--- src/rtl/slave_arbiter.sv ---
// Two-master, one-slave round-robin arbiter with per-grant timeout.
// A grant ends on slave ack, on the owner dropping its request, or on timeout.
module slave_arbiter #(
  parameter int TIMEOUT = 16
) (
  input  logic        clk,
  input  logic        rst_n,
  input  logic        req_m0,
  input  logic        req_m1,
  input  logic [31:0] addr_m0,
  input  logic [31:0] addr_m1,
  input  logic [31:0] wdata_m0,
  input  logic [31:0] wdata_m1,
  input  logic        cmd_m0,
  input  logic        cmd_m1,
  input  logic        ack_from_slave,
  input  logic [31:0] rdata_from_slave,
  output logic        connect_approved_m0,
  output logic        connect_approved_m1,
  output logic        ack_to_m0,
  output logic        ack_to_m1,
  output logic [31:0] rdata_to_m0,
  output logic [31:0] rdata_to_m1,
  output logic        req_to_slave,
  output logic [31:0] addr_to_slave,
  output logic [31:0] wdata_to_slave,
  output logic        cmd_to_slave,
  output logic        timeout_err
);

  typedef enum logic {IDLE = 1'b0, GRANT = 1'b1} state_e;

  localparam logic [7:0] TMO_LAST = 8'(TIMEOUT - 1);

  state_e      state_q, state_d;
  logic        owner_q, owner_d;
  logic        last_q, last_d;
  logic [7:0]  cnt_q, cnt_d;
  logic        tmo_q, tmo_d;
  logic        app0_q, app0_d;
  logic        app1_q, app1_d;
  logic        own_req;
  logic        active;

  assign own_req = owner_q ? req_m1 : req_m0;

  // Next-state logic: ack beats abort, abort beats timeout.
  always_comb begin
    state_d = state_q;
    owner_d = owner_q;
    last_d  = last_q;
    cnt_d   = cnt_q;
    tmo_d   = 1'b0;
    case (state_q)
      IDLE: begin
        if (req_m0 && req_m1) begin
          state_d = GRANT;
          owner_d = ~last_q;
          cnt_d   = 8'd0;
        end else if (req_m0) begin
          state_d = GRANT;
          owner_d = 1'b0;
          cnt_d   = 8'd0;
        end else if (req_m1) begin
          state_d = GRANT;
          owner_d = 1'b1;
          cnt_d   = 8'd0;
        end else begin
          state_d = IDLE;
        end
      end
      GRANT: begin
        if (ack_from_slave || !own_req) begin
          state_d = IDLE;
          last_d  = owner_q;
        end else if (cnt_q == TMO_LAST) begin
          state_d = IDLE;
          last_d  = owner_q;
          tmo_d   = 1'b1;
        end else begin
          cnt_d = (cnt_q == 8'hFF) ? cnt_q : cnt_q + 8'd1;
        end
      end
      default: begin
        state_d = IDLE;
      end
    endcase
    app0_d = (state_d == GRANT) && !owner_d;
    app1_d = (state_d == GRANT) && owner_d;
  end

  // State and registered-output flops with synchronous reset.
  always_ff @(posedge clk) begin
    if (!rst_n) begin
      state_q <= IDLE;
      owner_q <= 1'b0;
      last_q  <= 1'b1;
      cnt_q   <= 8'd0;
      tmo_q   <= 1'b0;
      app0_q  <= 1'b0;
      app1_q  <= 1'b0;
    end else begin
      state_q <= state_d;
      owner_q <= owner_d;
      last_q  <= last_d;
      cnt_q   <= cnt_d;
      tmo_q   <= tmo_d;
      app0_q  <= app0_d;
      app1_q  <= app1_d;
    end
  end

  // Routing is gated by rst_n so an in-flight ack never leaks during reset.
  assign active = rst_n && (state_q == GRANT);

  always_comb begin
    req_to_slave   = 1'b0;
    addr_to_slave  = 32'h0;
    wdata_to_slave = 32'h0;
    cmd_to_slave   = 1'b0;
    ack_to_m0      = 1'b0;
    ack_to_m1      = 1'b0;
    rdata_to_m0    = 32'h0;
    rdata_to_m1    = 32'h0;
    if (active) begin
      req_to_slave   = own_req;
      addr_to_slave  = owner_q ? addr_m1 : addr_m0;
      wdata_to_slave = owner_q ? wdata_m1 : wdata_m0;
      cmd_to_slave   = owner_q ? cmd_m1 : cmd_m0;
      if (owner_q) begin
        ack_to_m1   = ack_from_slave;
        rdata_to_m1 = rdata_from_slave;
      end else begin
        ack_to_m0   = ack_from_slave;
        rdata_to_m0 = rdata_from_slave;
      end
    end else begin
      req_to_slave = 1'b0;
    end
  end

  assign connect_approved_m0 = app0_q;
  assign connect_approved_m1 = app1_q;
  assign timeout_err         = tmo_q;

endmodule

--- config.mk ---
export PLATFORM = sky130hd
export DESIGN_NAME = slave_arbiter
export DESIGN_NICKNAME = d
export VERILOG_FILES = /design/src/rtl/slave_arbiter.sv
export SDC_FILE = /design/constraint.sdc
export NUM_CORES = 1
export LEC_CHECK = 0
export CAP_MARGIN = 20
export CORE_AREA = 2 2 118 120
export CTS_CLUSTER_SIZE = 16
export DETAILED_ROUTE_END_ITERATION = 10
export DIE_AREA = 0 0 120 122
export GPL_TIMING_DRIVEN = 0
export SETUP_SLACK_MARGIN = 0.1
export SYNTH_ARGS = -nofsm -noshare
export SYNTH_HDL_FRONTEND = slang
export SYNTH_SLANG_ARGS = --single-unit
--- constraint.sdc ---
create_clock -name clk -period 2.1 [get_ports clk]
set_clock_uncertainty 0.2 [all_clocks]
set_input_delay 0.42 -clock clk [delete_from_list [all_inputs] [get_ports clk]]
set_output_delay 0.42 -clock clk [all_outputs]
set_load 0.005 [all_outputs]
* Word-level counts from Yosys, hierarchy flattened *
Cells that the tools add are included.

cells by class
  $add $sub $neg = 1
  equality and inequality tests = 6
  muxes and demuxes = 36
  bitwise logic cells = 3
  reduce and logical (&&, ||, !) cells = 11

operators by type and width
  kind                                                              number
  32-bit 2-to-1 mux                                                 8
  8-bit 2-to-1 mux                                                  6
  1-bit 2-to-1 mux                                                  20
  8-bit one-hot mux with 2 select lines                             1
  8-bit by 1-bit adder with 8-bit output (second input constant)    1
  8-bit by 4-bit == test with 1-bit output (second input constant)  1
  8-bit == test (second input constant)                             1
  2-bit inequality test (second input constant)                     3
  1-bit logical AND                                                 4
  4-bit inequality test (second input constant)                     1
  4-bit AND reduction                                               1
  1-bit inverter                                                    3
  3-bit OR reduction                                                1
  1-bit zero test                                                   2
  1-bit one-hot mux with 2 select lines                             1
  2-bit AND reduction                                               1
  2-bit nonzero test                                                1
  1-bit logical OR                                                  1

storage, ports and cells
  register bits after elaboration = 14
  output and inout port bits = 135

* Logic depth before layout (Yosys ltp) *
  word-level depth = 6
  mapped depth = 6
  gate-level depth less buffers = 5

* Worst setup path after synthesis *
OpenSTA, ideal clock, no wires.

  path kind = input -> output
  from = in rst_n
  to = out addr_to_slave[0]
  arrival = 1.327 ns
  data required time = 1.480 ns
  slack = 0.153 ns
  cell stages on the path = 5
  path buffers = 3
  cells stage by stage = buf_2 nand2_1 clkbuf_1 buf_1 nor2_1

between the ends
  cells in the longest elaborated chain, start to end = 2

ends and longest elaborated chain
  item               RTL line  source
  from (decl)        7         input logic rst_n,
  1-bit logical AND  114       assign active = rst_n && (state_q == GRANT);
  32-bit 2-to-1 mux  125       if (active) begin
  to (decl)          25        output logic [31:0] addr_to_slave,

Every way passes these cells.

* Worst setup path after layout *
  from = reg owner_q
  to = out rdata_to_m0[13]

between the ends
  cells in the longest elaborated chain, start to end = 2

ends and longest elaborated chain
  item                    RTL line  source
  from (decl)             36        logic owner_q, owner_d;
  from (signal assigned)  104       owner_q <= owner_d;
  32-bit 2-to-1 mux       130       if (owner_q) begin
  32-bit 2-to-1 mux       125
  to (decl)               22        output logic [31:0] rdata_to_m0,

Every way passes these cells.

==> reports/results.tsv <==
metric	value	unit
status	completed	
grtUsageMet2	0.328	
setup_violations	0	
cts_made_buffers	3	
synth_ff_type	dfxtp_1	
endpoint_kind	output pin	
slew_headroom	0.738	
wl_per_cell	16.9	µm
power_frac_seq	0.153	
rsz0062_at_grt	yes	
dieArea	0.0146	mm²
synthCells	307	
io_buffers	300	
drive_gt1_frac	0.442	
hold_ws	0.304	ns
yosys_warnings	0	
area_delta_synth_final	195	%
place_hpwl	10.6	mm
fin_nets	832	
rows	43	
ys_seq_area_frac	0.129	
maxSlewViolCount	0	
min_period	2.09	ns
syn-num-nets	475	
hold_violations	0	
drt_iter0_markers	88	
hold_class	reg -> reg	
drv_cap	0	
ios	302	
arrival	1.47	ns
max_freq	479	MHz
leakagePower	2.88	nW
netlist_area	0.00218	mm²
busiest_layer	met2	
finalCritPeriodShare	0.994	
reg2regPathDepth	5	
drc_errors	0	
multi_input_area	0.00206	mm²
grt_pass1_wl	20.1	mm
power_density	290	mW/mm²
path_class	reg -> out	
comb_power_share	0.630	
grt_pass1_vias	3642	
synth_top_area_frac	0.299	
vias	3691	
path_clk_slew	0.05	ns
tightest_slew	0.389	ns
antenna_found_initial	0	
use_met3	0.0440	
synth.avg_cell_area	7.09	µm²
vdd_drop_max	0.279	mV
grtUsageTotal	0.173	
crit_path_max_fanout	4	
dr.pass1.iters	4	
start_util	0.161	
fp.dieH	122	µm
switching_share	0.286	
synth-edff-count	0	
place_congestion	0.872	
grtUsageMet1	0.195	
ys_ff_latch	14	
hold_buffers	0	
critPathRequiredTime	1.48	ns
wirelength	14.2	mm
die_x	120	µm
total_power	1.86	mW
synth_cell_types	37	
antennaDiodeCount	0	
root_buffer	clkbuf_16	
min_path_cells	1	
async_flop_share	0	
regArea	288	µm²
p_clk_frac	0.217	
ctsLongestPathBuffers	2	
insertion_delay	0.25	ns
p_int	1.33	mW
startpoint_type	flop	
grt_max_degree	11	
layout_commonest_cell	clkdlybuf4s50_1	
synth_top_area_cell	mux2i_1	
cts.sinks	14	
cts_tree	yes	
final.fill_count	1338	
coreArea	0.0135	mm²
antenna_left	0	
p_switching	533	µW
final_cell_mix	165 x clkdlybuf4s50_1, 77 x buf_6, 71 x buf_2, 67 x nor2_1, 57 x mux2i_1	
yosys-top-cells-area	mux2i_1 30%, dfxtp_1 13%, nor2_1 12%	
overflow	0	
h-tree-depth	1	
viasPerCell	4.38	
## flip-flops by register name (all words and copies together), names as in the netlist
signal	count
cnt_q	8
connect_approved_m0	1
connect_approved_m1	1
last_q	1
owner_q	1
state_q	1
timeout_err	1
## through the flow
stage | setup TNS (ns) | setup slack, ns | instance area (µm²) | util | cells
global route | -0.198 | -0.0432 | 6420 | 0.476 | 843
finish | 0 | 0.0117 | 6420 | 0.476 | 843
global placement | -77.11 | -0.912 | 5400 | 0.400 | 787
detailed placement | -79.79 | -0.960 | 5400 | 0.400 | 787
CTS | -0.130 | -0.0392 | 6140 | 0.455 | 831
floorplan | 0 | 0.153 | 2180 | - | 307
## worst max-delay path, cell delays in order (launching register included)
cell and delay (ns):
dfxtp_4 0.36, buf_6 0.12, nor2_4 0.18, buf_8 0.16, buf_8 0.11, buf_6 0.09
and2_4 0.12, buf_6 0.09
## power by group through the flow
stage | clock network [mW] | logic [mW] | registers (mW)
CTS | 0.411 | 1.08 | 0.284
global route | 0.420 | 1.25 | 0.285
floorplan | 0 | 0.295 | 0.288
global placement | 0 | 0.868 | 0.289
detailed placement | 0 | 0.876 | 0.289
finish | 0.404 | 1.17 | 0.284
## cells in the mapped netlist (2+ instances only)
cell type / instances
and3_1: 38
o21ai_0: 4
buf_2: 11
a211oi_1: 3
clkbuf_1: 15
mux2i_1: 65
and2_1: 36
inv_1: 3
a31oi_1: 2
nand3_1: 3
nand4_1: 2
nor3_1: 3
nor2_1: 69
o32ai_1: 2
o211a_1: 3
a31o_2: 2
nand2_1: 13
dfxtp_1: 14
## logic make-up after synthesis
| logic type | after synthesis | synth area share |
|---|---|---|
| simple gates | 170 | 0.403 |
| mux | 66 | 0.305 |
| buf+inv | 30 | 0.0581 |
| compound gates | 26 | 0.0995 |
| flops | 14 | 0.129 |
| fa+ha+maj | 1 | 0.00575 |
## final timing paths
kind,from,to,slack [ns]
max reg2reg,cnt_q[0]$_SDFFE_PN0P_,cnt_q[7]$_SDFFE_PN0P_,0.15
min reg2reg,last_q$_SDFFE_PN1P_,last_q$_SDFFE_PN1P_,0.30
max,owner_q$_SDFF_PN0_,rdata_to_m0[13],0.01
min,last_q$_SDFFE_PN1P_,last_q$_SDFFE_PN1P_,0.30
## cell type report
cell class	instances	area share
repair buffers	353	0.520
multi-input cells	263	0.321
plain buffers	26	0.0641
flip-flops and latches	14	0.0448
well taps	180	0.0351
clock buffers	4	0.0138
inverters	3	0.00175
## timing repair
item                                    in CTS  in global routing
pin swaps                                   50                 27
setup buffers                               31                 13
endpoints found under the setup margin     136                121
gates resized for setup                    702                 78
cloned                                       9                  5
## routing by layer
metal / part of all wire / wire [µm] / up-vias
met1: 0.37 / 5300 / 1710
met5: 0 / 0 / -
met3: 0.072 / 1030 / 14
li1: - / - / 1797
met2: 0.54 / 7750 / 170
met4: 0.011 / 161 / 0
(Power assumes the default switching activity.)
